$ cat src/rtl/twiddle_pkg.sv
// Shared constants and the saturation helper for the twiddle multiplier.
package twiddle_pkg;

  localparam int TW_C_W = 8;
  localparam int TW_S_W = 9;
  localparam int N_FFT  = 16;
  localparam int K_W    = 3;

  // Clamp a signed value to the range of a w-bit signed number.
  function automatic logic signed [31:0] sat_w(input logic signed [31:0] x, input int w);
    logic signed [31:0] hi;
    logic signed [31:0] lo;
    hi = (32'sd1 <<< (w - 1)) - 32'sd1;
    lo = -(32'sd1 <<< (w - 1));
    if (x > hi) begin
      return hi;
    end else if (x < lo) begin
      return lo;
    end
    return x;
  endfunction

endpackage

$ cat src/rtl/twiddle_lut.sv
// Twiddle ROMs (C, C+S, C-S) addressed by k; outputs registered as pipeline slot P1.
module twiddle_lut
  import twiddle_pkg::*;
(
  input  logic                     clk,
  input  logic                     rst,
  input  logic                     en,
  input  logic [K_W-1:0]           k,
  output logic signed [TW_C_W-1:0] c_q,
  output logic signed [TW_S_W-1:0] cps_q,
  output logic signed [TW_S_W-1:0] cms_q
);

  logic [15:0]              c_word;
  logic [15:0]              cps_word;
  logic [15:0]              cms_word;
  logic signed [TW_C_W-1:0] c_d;
  logic signed [TW_S_W-1:0] cps_d;
  logic signed [TW_S_W-1:0] cms_d;

  function automatic logic [15:0] sx(input int v);
    return 16'(v);
  endfunction

  // ROM words hold each value sign-extended to 16 bits; only the low bits are used.
  always_comb begin
    c_word   = '0;
    cps_word = '0;
    cms_word = '0;
    case (k)
      3'd0: begin c_word = sx(127);  cps_word = sx(127);  cms_word = sx(127); end
      3'd1: begin c_word = sx(117);  cps_word = sx(68);   cms_word = sx(166); end
      3'd2: begin c_word = sx(90);   cps_word = sx(0);    cms_word = sx(180); end
      3'd3: begin c_word = sx(49);   cps_word = sx(-68);  cms_word = sx(166); end
      3'd4: begin c_word = sx(0);    cps_word = sx(-127); cms_word = sx(127); end
      3'd5: begin c_word = sx(-49);  cps_word = sx(-166); cms_word = sx(68);  end
      3'd6: begin c_word = sx(-90);  cps_word = sx(-180); cms_word = sx(0);   end
      default: begin c_word = sx(-117); cps_word = sx(-166); cms_word = sx(-68); end
    endcase
    c_d   = TW_C_W'(c_word);
    cps_d = TW_S_W'(cps_word);
    cms_d = TW_S_W'(cms_word);
  end

  always_ff @(posedge clk) begin
    if (rst) begin
      c_q   <= '0;
      cps_q <= '0;
      cms_q <= '0;
    end else if (en) begin
      c_q   <= c_d;
      cps_q <= cps_d;
      cms_q <= cms_d;
    end
  end

endmodule

$ cat src/rtl/twiddle_cmul3.sv
// Pipelined (a+jb)*W multiplier using three real products; one global stall enable.
module twiddle_cmul3
  import twiddle_pkg::*;
#(
  parameter int DATA_W = 16,
  parameter int FRAC   = 7
) (
  input  logic                     clk,
  input  logic                     rst,
  input  logic [1:0]               stage,
  input  logic                     frame_start,
  input  logic                     in_valid,
  output logic                     in_ready,
  input  logic signed [DATA_W-1:0] in_re,
  input  logic signed [DATA_W-1:0] in_im,
  output logic                     out_valid,
  input  logic                     out_ready,
  output logic signed [DATA_W-1:0] out_re,
  output logic signed [DATA_W-1:0] out_im,
  output logic [K_W-1:0]           out_k,
  output logic                     out_last
);

  localparam int ACC_W = DATA_W + 10;

  // Handshake: a transfer happens on an edge where valid and ready are both 1.
  // Every stage advances only when the output register is empty or being drained.
  logic en;
  logic accept;
  logic [K_W-1:0] j_use;

  logic [K_W-1:0] j_q, j_d;
  // P0
  logic v0_q, v0_d, l0_q, l0_d;
  logic signed [DATA_W-1:0] a0_q, a0_d, b0_q, b0_d;
  logic [K_W-1:0] k0_q, k0_d;
  // P1
  logic v1_q, v1_d, l1_q, l1_d;
  logic signed [DATA_W-1:0] a1_q, a1_d, b1_q, b1_d;
  logic signed [DATA_W:0] d1_q, d1_d;
  logic [K_W-1:0] k1_q, k1_d;
  logic signed [TW_C_W-1:0] c_q;
  logic signed [TW_S_W-1:0] cps_q, cms_q;
  // P2
  logic v2_q, v2_d, l2_q, l2_d;
  logic signed [ACC_W-1:0] m2_q, m2_d, pa2_q, pa2_d, pb2_q, pb2_d;
  logic [K_W-1:0] k2_q, k2_d;
  // P3
  logic v3_q, v3_d, l3_q, l3_d;
  logic signed [DATA_W-1:0] re3_q, re3_d, im3_q, im3_d;
  logic [K_W-1:0] k3_q, k3_d;
  logic signed [ACC_W-1:0] re_full, im_full;
  // output register
  logic out_valid_q, out_valid_d, out_last_q, out_last_d;
  logic signed [DATA_W-1:0] out_re_q, out_re_d, out_im_q, out_im_d;
  logic [K_W-1:0] out_k_q, out_k_d;

  assign en        = !out_valid_q || out_ready;
  assign in_ready  = en;
  assign out_valid = out_valid_q;
  assign out_re    = out_re_q;
  assign out_im    = out_im_q;
  assign out_k     = out_k_q;
  assign out_last  = out_last_q;

  twiddle_lut u_lut (
    .clk   (clk),
    .rst   (rst),
    .en    (en),
    .k     (k0_q),
    .c_q   (c_q),
    .cps_q (cps_q),
    .cms_q (cms_q)
  );

  always_comb begin
    accept  = in_valid && en;
    j_use   = frame_start ? '0 : j_q;
    j_d     = accept ? j_use + K_W'(1) : j_q;

    v0_d    = in_valid;
    a0_d    = in_re;
    b0_d    = in_im;
    k0_d    = K_W'({{K_W{1'b0}}, j_use} << stage);
    l0_d    = (j_use == K_W'(N_FFT / 2 - 1));

    v1_d    = v0_q;
    a1_d    = a0_q;
    b1_d    = b0_q;
    d1_d    = (DATA_W + 1)'(a0_q) - (DATA_W + 1)'(b0_q);
    k1_d    = k0_q;
    l1_d    = l0_q;

    v2_d    = v1_q;
    m2_d    = ACC_W'(c_q) * ACC_W'(d1_q);
    pb2_d   = ACC_W'(cms_q) * ACC_W'(b1_q);
    pa2_d   = ACC_W'(cps_q) * ACC_W'(a1_q);
    k2_d    = k1_q;
    l2_d    = l1_q;

    re_full = m2_q + pb2_q;
    im_full = pa2_q - m2_q;
    v3_d    = v2_q;
    re3_d   = DATA_W'(sat_w(32'(re_full >>> FRAC), DATA_W));
    im3_d   = DATA_W'(sat_w(32'(im_full >>> FRAC), DATA_W));
    k3_d    = k2_q;
    l3_d    = l2_q;

    out_valid_d = v3_q;
    out_re_d    = re3_q;
    out_im_d    = im3_q;
    out_k_d     = k3_q;
    out_last_d  = l3_q;
  end

  always_ff @(posedge clk) begin
    if (rst) begin
      j_q <= '0;
      v0_q <= 1'b0; l0_q <= 1'b0; a0_q <= '0; b0_q <= '0; k0_q <= '0;
      v1_q <= 1'b0; l1_q <= 1'b0; a1_q <= '0; b1_q <= '0; d1_q <= '0; k1_q <= '0;
      v2_q <= 1'b0; l2_q <= 1'b0; m2_q <= '0; pa2_q <= '0; pb2_q <= '0; k2_q <= '0;
      v3_q <= 1'b0; l3_q <= 1'b0; re3_q <= '0; im3_q <= '0; k3_q <= '0;
      out_valid_q <= 1'b0; out_last_q <= 1'b0;
      out_re_q <= '0; out_im_q <= '0; out_k_q <= '0;
    end else if (en) begin
      j_q <= j_d;
      v0_q <= v0_d; l0_q <= l0_d; a0_q <= a0_d; b0_q <= b0_d; k0_q <= k0_d;
      v1_q <= v1_d; l1_q <= l1_d; a1_q <= a1_d; b1_q <= b1_d; d1_q <= d1_d; k1_q <= k1_d;
      v2_q <= v2_d; l2_q <= l2_d; m2_q <= m2_d; pa2_q <= pa2_d; pb2_q <= pb2_d; k2_q <= k2_d;
      v3_q <= v3_d; l3_q <= l3_d; re3_q <= re3_d; im3_q <= im3_d; k3_q <= k3_d;
      out_valid_q <= out_valid_d; out_last_q <= out_last_d;
      out_re_q <= out_re_d; out_im_q <= out_im_d; out_k_q <= out_k_d;
    end
  end

endmodule

$ cat config.mk
export PLATFORM = sky130hd
export DESIGN_NAME = twiddle_cmul3
export DESIGN_NICKNAME = d
export VERILOG_FILES = /design/src/rtl/twiddle_pkg.sv /design/src/rtl/twiddle_lut.sv /design/src/rtl/twiddle_cmul3.sv
export SDC_FILE = /design/constraint.sdc
export NUM_CORES = 2
export LEC_CHECK = 0
export CAP_MARGIN = 40
export CORE_ASPECT_RATIO = 0.75
export CORE_MARGIN = 2
export CORE_UTILIZATION = 25
export CTS_CLUSTER_DIAMETER = 40
export DETAILED_ROUTE_END_ITERATION = 10
export PLACE_DENSITY_LB_ADDON = 0.12
export SYNTH_ARGS = -nofsm -noshare
export SYNTH_HDL_FRONTEND = slang
export SYNTH_SLANG_ARGS = --single-unit
$ cat constraint.sdc
create_clock -name clk -period 7.97 [get_ports clk]
set_input_delay 0.797 -clock clk [delete_from_list [all_inputs] [get_ports clk]]
set_output_delay 0.797 -clock clk [all_outputs]
set_load 0.05 [all_outputs]
* Word level (Yosys, flattened, before mapping)
Index checks and enable logic that the tools add are counted.
Word-level totals: flip-flop bits (word level) 277, input port bits 39, output and inout bits 38, word-level logic and storage cells 71
Cells by class: add/subtract/negate cells 4, $mul 3, magnitude comparators 4, eq/ne operators 7, shift operators 1, mux-type cells 14, reductions and logical operators 7
Operators with widths (count):
- two-way mux 16 bit | 6
- one-hot mux 8 bit (7 select lines) | 1
- one-hot mux 9 bit (6 select lines) | 1
- multiplier 9 x 16 -> 25 bit | 2
- one-hot mux 9 bit (5 select lines) | 1
- > comparator 19 x 16 -> 1 bit (second input constant) | 2
- less-than comparator 19 x 16 -> 1 bit (second input constant) | 2
- adder 26 bit | 1
- subtractor 26 bit | 1
- multiplier 8 x 17 -> 25 bit | 1
- subtractor 16 x 16 -> 17 bit | 1
- == test 3 bit (second input constant) | 4
- == test 3 x 2 -> 1 bit (second input constant) | 2
- two-way mux 1 bit | 4
- OR reduction 2 bit | 2
- adder 3 x 1 -> 3 bit (second input constant) | 1
- == test 3 x 1 -> 1 bit (second input constant) | 1
- logical NOT 3 bit | 1
- two-way mux 3 bit | 1
- << shifter 3 x 2 -> 3 bit | 1
- AND reduction 2 bit | 1
- logical AND 1 bit | 1
- logical NOT 1 bit | 1
- logical OR 1 bit | 1

* Depth between registers and ports, before layout
word-level depth 5, mapped depth 24, mapped depth without buffers 22

* Cells and area by module
From an unflattened synthesis, not the netlist that was laid out.
Unflattened totals: cells, all modules 3175, area total of the unflattened synthesis 26972.1 um^2
By module, submodules not included:
- twiddle_cmul3 | times used 1, cells an instance 3053, area an instance 25926.1 um^2
- twiddle_lut | times used 1, cells an instance 122, area an instance 1046.0 um^2

* Least setup slack after synthesis
OpenSTA, ideal clock, no wires.
path kind register to register, start point reg, netlist name u_lut.cms_q[0], end point reg pa2_q[24], setup time 0.070 ns, arrival time 5.728 ns, data required time 7.900 ns, slack 2.172 ns, cell stages (with the launch flop) 23, buffers on the path 2, cell sequence dfxtp_1 > clkbuf_1 > clkbuf_1 > nand2_1 > fa_1 > inv_1 > fa_1 > inv_1 > fa_1 > inv_1 > fa_1 > ha_1 > ha_1 > a21o_1 > a2111oi_4 > nor3_2 > a211o_1 > a41o_1 > a21o_1 > a211o_1 > a2111oi_2 > a31oi_1 > a21oi_1
RTL lines:
- end signal: assignment | RTL line twiddle_cmul3.sv:129 | v2_q <= v2_d; l2_q <= l2_d; m2_q <= m2_d; pa2_q <= pa2_d; pb2_q <= pb2_d; k2_q <= k2_d;
- end: declaration | RTL line twiddle_cmul3.sv:46 | logic signed [ACC_W-1:0] m2_q, m2_d, pa2_q, pa2_d, pb2_q, pb2_d;

* Final worst setup path
start point reg u_lut.cms_q[0], end point reg pb2_q[23]
Between the ends: longest elaborated chain between the ends 1
Ends and longest elaborated chain:
- start: declaration | RTL line twiddle_lut.sv:11 | output logic signed [TW_S_W-1:0] cms_q
- start signal: assignment | RTL line twiddle_lut.sv:53 | cms_q <= cms_d;
- multiplier 9 x 16 -> 25 bit | RTL line twiddle_cmul3.sv:96 | pb2_d = ACC_W'(cms_q) * ACC_W'(b1_q);
- end signal: assignment | RTL line twiddle_cmul3.sv:129
- end: declaration | RTL line twiddle_cmul3.sv:46
Every way passes these cells. A chain may end at the register's enable or synchronous reset.

==> flow_summary.json <==
{
  "worstSetupStartpoint": "u_lut.cms_q[0]$_SDFFE_PP0N_",
  "hold_buffers": 0,
  "clk_pin_slew_worst_paths_ps": 50,
  "clock_latency_ps": 620,
  "p_per_area_nw_per_um2": 241.5,
  "maxCapViolCount": 0,
  "yosys_warnings": 0,
  "rr_startpoint": "u_lut.cms_q[0]$_SDFFE_PP0N_",
  "critPathLaunchType": "flop",
  "synth-seq-cells": 273,
  "firstDrtPassIters": 5,
  "track_usage_pct": 14.76,
  "grt_pass1_vias": 20480,
  "tightestPinTransition_ps": 974.1,
  "dpl_cell_area_um2": 28590,
  "antenna_found_initial": 6,
  "postCtsResizedCells": 0,
  "fmax_ghz": 0.1585,
  "num_rows": 103,
  "hp-class": "reg2reg",
  "core_um2": 105000,
  "p_sw_share_pct": 39.59,
  "routedWlPerCell_um": 17.29,
  "finalHoldViolations": 0,
  "ir_drop_uv": 141.2,
  "drive_gt1_share_pct": 4.452,
  "cts_setup_buffers": 0,
  "root_buffer": "clkbuf_16",
  "die_y_um": 285.5,
  "grt_pass1_wl_um": 124400,
  "yosysUniqueCellTypes": 61,
  "clock_path_buffers": 3,
  "p_int_mw": 4.458,
  "nNetsFinal": 3728,
  "antenna_left": 0,
  "synth_fp_nets": 3734,
  "fp.dieW_um": 379.3,
  "rsz0062_at_grt": "no",
  "clock_sinks": 273,
  "synth_ff_type": "dfxtp_1",
  "path_class": "reg2reg",
  "seq_area_frac_synth_pct": 20.70,
  "crit_fanout": 18,
  "wl_um": 79270,
  "slew-limit-headroom_pct": 35.06,
  "drc": 0,
  "dp.cells": 4484,
  "setup_viol": 0,
  "p_comb_share_pct": 40.8,
  "switching_power_mw": 2.922,
  "h-tree-depth": 2,
  "cts_tree": "done",
  "cp-end-kind": "flop",
  "critPathArrivalTime_ps": 6860,
  "reg2reg_slack_ps": 1660,
  "initial_utilization_pct": 25.14,
  "overflow": 0,
  "p_leak_nw": 14.38,
  "layout.cells.non_filler": 4584,
  "io_buffers": 76,
  "areaGrowthSynthToFinish_pct": 15.73,
  "mostFrequentLayoutCell": "nand2_1",
  "timing.final.ws_setup_ps": 1660,
  "drt_iter0_markers": 1019,
  "skew_ps": 20.52,
  "via_count": 20170,
  "grt_max_degree": 155,
  "ys_async_sr_fraction_pct": 0,
  "p_seq_share_pct": 26.0,
  "layout_common_cells": "nand2_1 (546), inv_1 (385), fa_1 (348)",
  "endpoint": "pb2_q[23]$_SDFFE_PP0N_",
  "vias_per_cell": 4.400,
  "reg2reg_to": "pb2_q[23]$_SDFFE_PP0N_",
  "critPathRequiredTime_ps": 8520,
  "drv_slew": 0,
  "finalCritPeriodShare_pct": 79.17,
  "stdcell_area_um2": 30560,
  "place_hpwl_um": 61620,
  "rr_worst_depth": 23,
  "outcome": "finished clean",
  "antenna_cells": 0,
  "fill_cells": 11280,
  "fin_crit_ps": 6310,
  "power_mw": 7.380,
  "gp_congestion": 0.7935,
  "dieArea_um2": 108300,
  "cts_buffers": 55,
  "synth_edf_count": 0,
  "syn_area_um2": 26410,
  "netlist_instances": 3130,
  "final.setup.tns_ps": 0,
  "pin_count": 77,
  "pwr-share-clk_pct": 33.2,
  "post-place-ws_ps": 1658,
  "avgSynthCellArea_um2": 8.437
}
==> metrics by stage <==
stage	hold WS, ps	util (%)
after global placement	440.1	27.14
final	445.7	29.10
after CTS	450.2	29.10
after detailed placement	444.4	27.22
after floorplan	426.8	-
after global routing	464.7	29.10
==> layout make-up <==
| type | count | area [µm²] | area share, % |
|---|---|---|---|
| Tap cell | 1417 | 1773 | 5.801 |
| Multi-Input combinational cell | 2306 | 18880 | 61.77 |
| Clock inverter | 32 | 454.2 | 1.486 |
| Inverter | 386 | 1456 | 4.766 |
| Timing Repair Buffer | 102 | 1017 | 3.329 |
| Clock buffer | 68 | 1516 | 4.962 |
| Sequential cell | 273 | 5465 | 17.88 |
==> how the worst min path moves through the flow <==
stage / startpoint / slack, ps / to / cells after the start
after detailed placement: out_re[9]$_SDFFE_PP0N_ / 440 / out_re[9]$_SDFFE_PP0N_ / 2
after floorplan: pa2_q[0]$_SDFFE_PP0N_ / 430 / pa2_q[0]$_SDFFE_PP0N_ / 2
final: out_re[9]$_SDFFE_PP0N_ / 450 / out_re[9]$_SDFFE_PP0N_ / 2
after CTS: out_re[9]$_SDFFE_PP0N_ / 450 / out_re[9]$_SDFFE_PP0N_ / 2
after global placement: out_im[14]$_SDFFE_PP0N_ / 440 / out_im[14]$_SDFFE_PP0N_ / 2
after global routing: out_re[11]$_SDFFE_PP0N_ / 460 / out_re[11]$_SDFFE_PP0N_ / 2
==> layer usage <==
layer,up-vias,GRT usage (%),part of all wire [%]
met1,9840,22.87,53
met2,262,21.73,42
met4,0,2.718,1.5
met3,66,1.972,3.4
li1,10000,-,-
met5,-,0,0
==> logic make-up (layout without fill, tap and decap cells) <==
kind of cell,after synthesis,count (layout),synth area share (%)
simple gates,1076,1076,19.02
fa+ha+maj,565,565,36.66
compound gates,561,561,12.31
buf+inv,551,588,7.842
flops,273,273,20.70
xor+xnor,102,102,3.383
mux,2,2,0.08055
==> state kept, by name (all words and copies together) (netlist names), 9 cells and up <==
| name | flops |
|---|---|
| m2_q | 25 |
| pa2_q | 25 |
| pb2_q | 25 |
| d1_q | 17 |
| a0_q | 16 |
| a1_q | 16 |
| b0_q | 16 |
| b1_q | 16 |
| im3_q | 16 |
| out_im | 16 |
| out_re | 16 |
| out_re_d | 16 |
| u_lut.cms_q | 9 |
==> critical path, stage by stage (launching register included) <==
cell and delay, ps:
dfxtp_1 730, buf_4 420, nand2_1 130, fa_1 550, inv_1 50, fa_1 440
ha_1 280, inv_1 40, fa_1 480, inv_1 50, ha_1 270, ha_1 220
fa_1 470, a21o_1 170, a21oi_1 230, o21bai_1 110, a2111oi_0 580, o31a_1 280
o211ai_1 120, nand2b_1 120, o21ai_0 100, xor2_1 150, nand2_1 70, a21oi_1 160
==> cells in the mapped netlist (5+ instances only) <==
master | instances | area [µm²]
nand2_1 | 546 | 2049
inv_1 | 386 | 1449
fa_1 | 348 | 6967
a21oi_1 | 324 | 1622
dfxtp_1 | 273 | 5465
and2_1 | 232 | 1451
ha_1 | 217 | 2715
clkbuf_1 | 145 | 544.3
nor2_1 | 111 | 416.7
o21ai_0 | 85 | 425.4
xnor2_1 | 68 | 595.6
a21o_1 | 49 | 367.9
nand3_1 | 45 | 225.2
xor2_1 | 34 | 297.8
nor2b_1 | 32 | 200.2
nor3_1 | 31 | 155.2
nand2b_1 | 24 | 150.1
buf_1 | 18 | 67.56
a211oi_1 | 16 | 120.1
and3_1 | 11 | 68.82
nand4_1 | 11 | 68.82
o21bai_1 | 11 | 82.58
or3_1 | 11 | 68.82
a31oi_1 | 9 | 56.30
o211ai_1 | 8 | 60.06
o21a_1 | 8 | 60.06
a22oi_1 | 6 | 45.04
or2_2 | 6 | 37.54
a211o_1 | 5 | 43.79
nor4b_1 | 5 | 43.79
o22ai_1 | 5 | 31.28
==> power groups by stage <==
| stage | combinational (mW) | sequential (mW) | clock (mW) |
|---|---|---|---|
| 2_1_floorplan | 2.16 | 1.88 | 0 |
| 3_3_place_gp | 3.05 | 1.96 | 0 |
| 3_5_place_dp | 3.04 | 1.95 | 0 |
| 4_1_cts | 3.06 | 1.93 | 2.53 |
| 5_1_grt | 3.42 | 1.95 | 2.59 |
| 6_report | 3.01 | 1.92 | 2.45 |
(Power assumes the default switching activity.)
